===== src/rtl/gba_wait_ctrl.sv =====
// Wait-state generator: classifies bus accesses as sequential/non-sequential and stalls the CPU.
// Optional statistics counters are built only when GBA_WAIT_STATS_EN is defined.
module gba_wait_ctrl #(
   parameter int NUM_REGIONS    = 16,
   parameter int REGION_SHIFT   = 24,
   parameter int CNT_W          = 3,
   parameter int SEQ_BOUND_BITS = 17,
   localparam int RW = (NUM_REGIONS > 1) ? $clog2(NUM_REGIONS) : 1
) (
   input  logic                         clk,
   input  logic                         rst,
   input  logic                         req,
   input  logic [31:0]                  addr,
   input  logic [1:0]                   size,
   input  logic                         write,
   input  logic [NUM_REGIONS*CNT_W-1:0] n_wait,
   input  logic [NUM_REGIONS*CNT_W-1:0] s_wait,
   input  logic [NUM_REGIONS-1:0]       ro_mask,
   output logic                         pause,
   output logic                         abort,
   output logic                         seq,
   output logic [RW-1:0]                region,
   output logic [31:0]                  stat_acc,
   output logic [31:0]                  stat_seq,
   output logic [31:0]                  stat_stall
);

   localparam logic [1:0] MEM_SIZE_BYTE = 2'd0;
   localparam logic [1:0] MEM_SIZE_HALF = 2'd1;
   localparam logic [1:0] MEM_SIZE_RESR = 2'd3;

   typedef enum logic {IDLE, WAIT} state_t;

   state_t            state_q, state_d;
   logic [CNT_W-1:0]  cnt_q, cnt_d;
   logic              pause_q, pause_d;
   logic              abort_q, abort_d;
   logic              seq_q, seq_d;
   logic [RW-1:0]     region_q, region_d;
   logic              prev_valid_q, prev_valid_d;
   logic [31:0]       prev_addr_q, prev_addr_d;
   logic [1:0]        prev_size_q, prev_size_d;
   logic              prev_write_q, prev_write_d;
   logic [RW-1:0]     prev_region_q, prev_region_d;

   logic              accept;
   logic              acc_seq;
   logic              acc_illegal;
   logic [RW-1:0]     acc_region;
   logic [31:0]       step;
   logic [CNT_W-1:0]  w_sel;

   always_comb begin
      acc_region = addr[REGION_SHIFT +: RW];
      case (size)
         MEM_SIZE_BYTE: step = 32'd1;
         MEM_SIZE_HALF: step = 32'd2;
         default:       step = 32'd4;
      endcase
      // Reserved-size accesses never chain; they abort anyway.
      acc_seq = prev_valid_q && (size != MEM_SIZE_RESR) &&
                (acc_region == prev_region_q) && (write == prev_write_q) &&
                (size == prev_size_q) && (addr == prev_addr_q + step) &&
                (addr[SEQ_BOUND_BITS-1:0] != '0);
      acc_illegal = (size == MEM_SIZE_RESR) || (write && ro_mask[acc_region]);
      if (acc_illegal)
         w_sel = '0;
      else if (acc_seq)
         w_sel = s_wait[int'(acc_region)*CNT_W +: CNT_W];
      else
         w_sel = n_wait[int'(acc_region)*CNT_W +: CNT_W];
      accept = req && !pause_q && (state_q == IDLE);
   end

   always_comb begin
      state_d       = state_q;
      cnt_d         = cnt_q;
      pause_d       = pause_q;
      abort_d       = 1'b0;
      seq_d         = seq_q;
      region_d      = region_q;
      prev_valid_d  = prev_valid_q;
      prev_addr_d   = prev_addr_q;
      prev_size_d   = prev_size_q;
      prev_write_d  = prev_write_q;
      prev_region_d = prev_region_q;
      case (state_q)
         IDLE: begin
            if (accept) begin
               abort_d       = acc_illegal;
               seq_d         = acc_seq;
               region_d      = acc_region;
               prev_valid_d  = 1'b1;
               prev_addr_d   = addr;
               prev_size_d   = size;
               prev_write_d  = write;
               prev_region_d = acc_region;
               if (w_sel != '0) begin
                  state_d = WAIT;
                  cnt_d   = w_sel;
                  pause_d = 1'b1;
               end
            end
         end
         WAIT: begin
            cnt_d = cnt_q - 1'b1;
            if (cnt_q == CNT_W'(1)) begin
               state_d = IDLE;
               pause_d = 1'b0;
            end
         end
         default: begin
            state_d = IDLE;
            pause_d = 1'b0;
         end
      endcase
   end

   always_ff @(posedge clk) begin
      if (rst) begin
         state_q       <= IDLE;
         cnt_q         <= '0;
         pause_q       <= 1'b0;
         abort_q       <= 1'b0;
         seq_q         <= 1'b0;
         region_q      <= '0;
         prev_valid_q  <= 1'b0;
         prev_addr_q   <= '0;
         prev_size_q   <= '0;
         prev_write_q  <= 1'b0;
         prev_region_q <= '0;
      end else begin
         state_q       <= state_d;
         cnt_q         <= cnt_d;
         pause_q       <= pause_d;
         abort_q       <= abort_d;
         seq_q         <= seq_d;
         region_q      <= region_d;
         prev_valid_q  <= prev_valid_d;
         prev_addr_q   <= prev_addr_d;
         prev_size_q   <= prev_size_d;
         prev_write_q  <= prev_write_d;
         prev_region_q <= prev_region_d;
      end
   end

   assign pause  = pause_q;
   assign abort  = abort_q;
   assign seq    = seq_q;
   assign region = region_q;

`ifdef GBA_WAIT_STATS_EN
   logic [31:0] stat_acc_q, stat_acc_d;
   logic [31:0] stat_seq_q, stat_seq_d;
   logic [31:0] stat_stall_q, stat_stall_d;

   // Saturating counters; stall counts each cycle in which pause was presented.
   always_comb begin
      stat_acc_d   = stat_acc_q;
      stat_seq_d   = stat_seq_q;
      stat_stall_d = stat_stall_q;
      if (accept && (stat_acc_q != 32'hFFFF_FFFF))
         stat_acc_d = stat_acc_q + 32'd1;
      if (accept && acc_seq && (stat_seq_q != 32'hFFFF_FFFF))
         stat_seq_d = stat_seq_q + 32'd1;
      if (pause_q && (stat_stall_q != 32'hFFFF_FFFF))
         stat_stall_d = stat_stall_q + 32'd1;
   end

   always_ff @(posedge clk) begin
      if (rst) begin
         stat_acc_q   <= '0;
         stat_seq_q   <= '0;
         stat_stall_q <= '0;
      end else begin
         stat_acc_q   <= stat_acc_d;
         stat_seq_q   <= stat_seq_d;
         stat_stall_q <= stat_stall_d;
      end
   end

   assign stat_acc   = stat_acc_q;
   assign stat_seq   = stat_seq_q;
   assign stat_stall = stat_stall_q;
`else
   assign stat_acc   = '0;
   assign stat_seq   = '0;
   assign stat_stall = '0;
`endif

endmodule


===== config.mk =====
export PLATFORM = sky130hd
export DESIGN_NAME = gba_wait_ctrl
export DESIGN_NICKNAME = d
export VERILOG_FILES = /design/src/rtl/gba_wait_ctrl.sv
export SDC_FILE = /design/constraint.sdc
export NUM_CORES = 1
export LEC_CHECK = 0
export CORE_MARGIN = 1.5
export CORE_UTILIZATION = 35
export CTS_CLUSTER_DIAMETER = 80
export CTS_CLUSTER_SIZE = 8
export DETAILED_ROUTE_END_ITERATION = 8
export PLACE_DENSITY = 0.84
export SYNTH_ARGS = -nofsm -noshare
export SYNTH_HDL_FRONTEND = slang
export SYNTH_SLANG_ARGS = --single-unit

===== constraint.sdc =====
create_clock -name clk -period 6.4 [get_ports clk]
set_input_delay 1.6 -clock clk [delete_from_list [all_inputs] [get_ports clk]]
set_output_delay 1.6 -clock clk [all_outputs]
set_load 0.02 [all_outputs]

==> metrics <==
status complete, no violations; worst-path fanout max 6; GPL Wtd Cong 0.850; initial antenna violation count 0; clock tree from TritonCTS yes; Finished Cell Area between 0.006 and 0.007 mm^2; Post-synth ARST share 0%; FMAX 167 MHz; Buffers on Ports 156; drc violations 0; Synth Flop Type dfxtp_1; Placed Cells incl. Taps 858; critical path arrival 6.16 ns; #FFs+latches synth 43; die height 119 um; pin count of the biggest net entering global routing 43; Initial Util 35.6%; later-pin clock latency in the skew report 0.29 ns; Layout Utilization between 40 and 50%; HP Class register to register; DRT Pass-1 Iters 6; CTS max path bufs 2; Final HPWL DP 10500 um; Die X 119 um; Final Hold Viols 0; pre-CTS setup slack -0.303 ns; Via-to-Cell Ratio 4.83; Synth Cell Area 0.00470 mm^2; clock-pin slew on the worst setup and hold paths roughly 0.070 ns; initial drt markers 239; H-tree depth 2; Filler cells 1251; die area approximately 0.014 mm^2; Least-Margin Pin Slew roughly 0.94 ns; antenna viol nets, final 0; total power 981 uW; Final Worst Setup Slack 0.427 ns; Pleak 2.43 nW; cts hold-fix bufs 0; register area share after synthesis 18.3%; Non-Filler Instances 873; Ant. Diodes 0; core area 0.0132 mm^2; # nets final 852; RSZ-0062 raised after global routing false; Root Buffer clkbuf_16; total gr overflow 0; placed instance area 0.00605 mm^2; Post-Syn Area per Cell 8.75 um^2; Cell variety after synth about 70; Top Ports roughly 250; Req. time, crit path ~6.6 ns; Slew HR 37.0%; CP Capture Type register; worst vdd ir between 80 and 90 uV; critical path, cell by cell dlymetal6s2s_1 > nor2_1 > ha_2 > fa_2 > xnor2_2 > nand4_1 > or4_4 > a2111oi_4 > o2111ai_2 > nor4_2 > and4_4 > clkbuf_16 > buf_4 > mux4_1 > mux4_2 > mux2_2 > nor2_2 > a21oi_2 > and2_1; DR WL/cell 15.1 um; DR vias 4219; first-pass GRT wire length a little under 20000 um; critical path's slowest cell mux4_1; Syn-to-layout area delta 34.5%; pwr/cell area 155 mW/mm^2; Post-synth EDFFs 0; # setup viols final 0; fin crit period roughly 6 ns; clk_skew 0.0130 ns; Setup CP Type primary input to register; crit-path max cell delay 0.53 ns; Global Route Usage Sum 17.3%; final wirelength between 10000 and 15000 um; Yosys Warn Count 0; Worst Setup Start Kind primary input; vias in the first global route 3960; fin crit share 93.3%; # rows 42; share of layout cells above drive strength 1 12.8%; max-slew violation count 0; clock sink count 43; Post-Synthesis Cells 537; CTS Buf Count 5; total of max-cap violations 0
[layout by cell type (no fill, tap or decap), drive strengths merged, types with 4 or more instances in the layout]
cell           Yosys  routed
and3               4       4
nor4               8       8
dfxtp             43      43
mux4              32      32
clkdlybuf4s50      1     154
a31oi              4       4
mux2i              7       7
ha                 5       5
nor2b              4       4
o21ai              5       5
clkbuf            16       8
conb               1      96
a21oi             48      48
nor3               7       7
nor2              16      16
nand3             17      17
buf              108      25
inv                9       9
xor2              12      12
nand4             14      14
nand2             90      90
xnor2             38      38
[final cells by class]
class / count / area [um^2] / share of cell area, %
Clock buffer: 7 / 143 / 2.26
Clock inverter: 1 / 8.76 / 0.139
Inverter: 9 / 33.8 / 0.535
Multi-Input combinational cell: 455 / 3260 / 51.6
Sequential cell: 43 / 861 / 13.6
Tap cell: 176 / 220 / 3.49
Timing Repair Buffer: 182 / 1790 / 28.4
[stage by stage]
step,hold slack (ns),setup TNS (ns)
after detailed placement,0.448,-1.15
final,0.459,0
after global routing,0.471,0
after floorplan,0.440,0
after global placement,0.441,-0.530
after CTS,0.457,0
[kinds of logic after synthesis]
group,share of synthesized area [%]
other cells,0.0798
xor+xnor,9.64
buf+inv,20.8
flops,18.3
mux,19.1
fa+ha+maj,1.76
compound gates,10.8
simple gates,19.5
[path summary, 6_finish.rpt]
check	from	to	slack (ns)	cells after the start
max	size[1]	state_q	0.43	19
min	seq	seq	0.46	2
max reg2reg	prev_addr_q[0]	state_q	1.64	17
min reg2reg	seq	seq	0.46	2
[worst max-delay path: cells and delay by family]
family | cells | cell delay [ns]
and+or+nand+nor | 7 | 1.55
muxes | 3 | 1.28
adders and majority gates | 2 | 0.70
AOI/OAI and AO/OA | 3 | 0.47
buffers and inverters | 3 | 0.42
xor gates and xnor gates | 1 | 0.14
[power breakdown]
part,switching (mW),internal [mW]
Sequential,0.0332,0.293
Clock,0.106,0.156
Combinational,0.197,0.196
[layer usage]
metal	vias up	global-route usage (%)	routed length (um)
li1	2028	-	-
met1	2028	20.9	5420
met2	150	30.6	6590
met3	13	5.41	984
met4	0	3.16	159
met5	-	0	0
[cells in the mapped netlist, drive strengths merged (5+ instances only)]
master,count,area (um^2)
mux4,32,796
ha,5,62.6
dfxtp,43,861
mux2i,7,70.1
xnor2,38,348
nor3,7,40.0
nand3,17,85.1
clkbuf,16,90.1
nor4,8,71.3
nand4,14,103
o21ai,5,25.0
buf,108,841
a21oi,48,244
xor2,12,105
nand2,90,345
nor2,16,65.1
inv,9,33.8
[repair_timing]
action                                  in CTS  in global routing
pin swaps                                    0                 10
resized for setup                            0                 23
setup buffers                                1                  5
endpoints found under the setup margin       1                  5
gates cloned                                 0                  1
[state kept, by name (all words and copies together), names as in the netlist]
register	cells
prev_addr_q	32
cnt_q	3
prev_size_q	2
abort	1
pause	1
prev_valid_q	1
prev_write_q	1
seq	1
state_q	1
No activity file was read; power rests on OpenSTA's default activity.
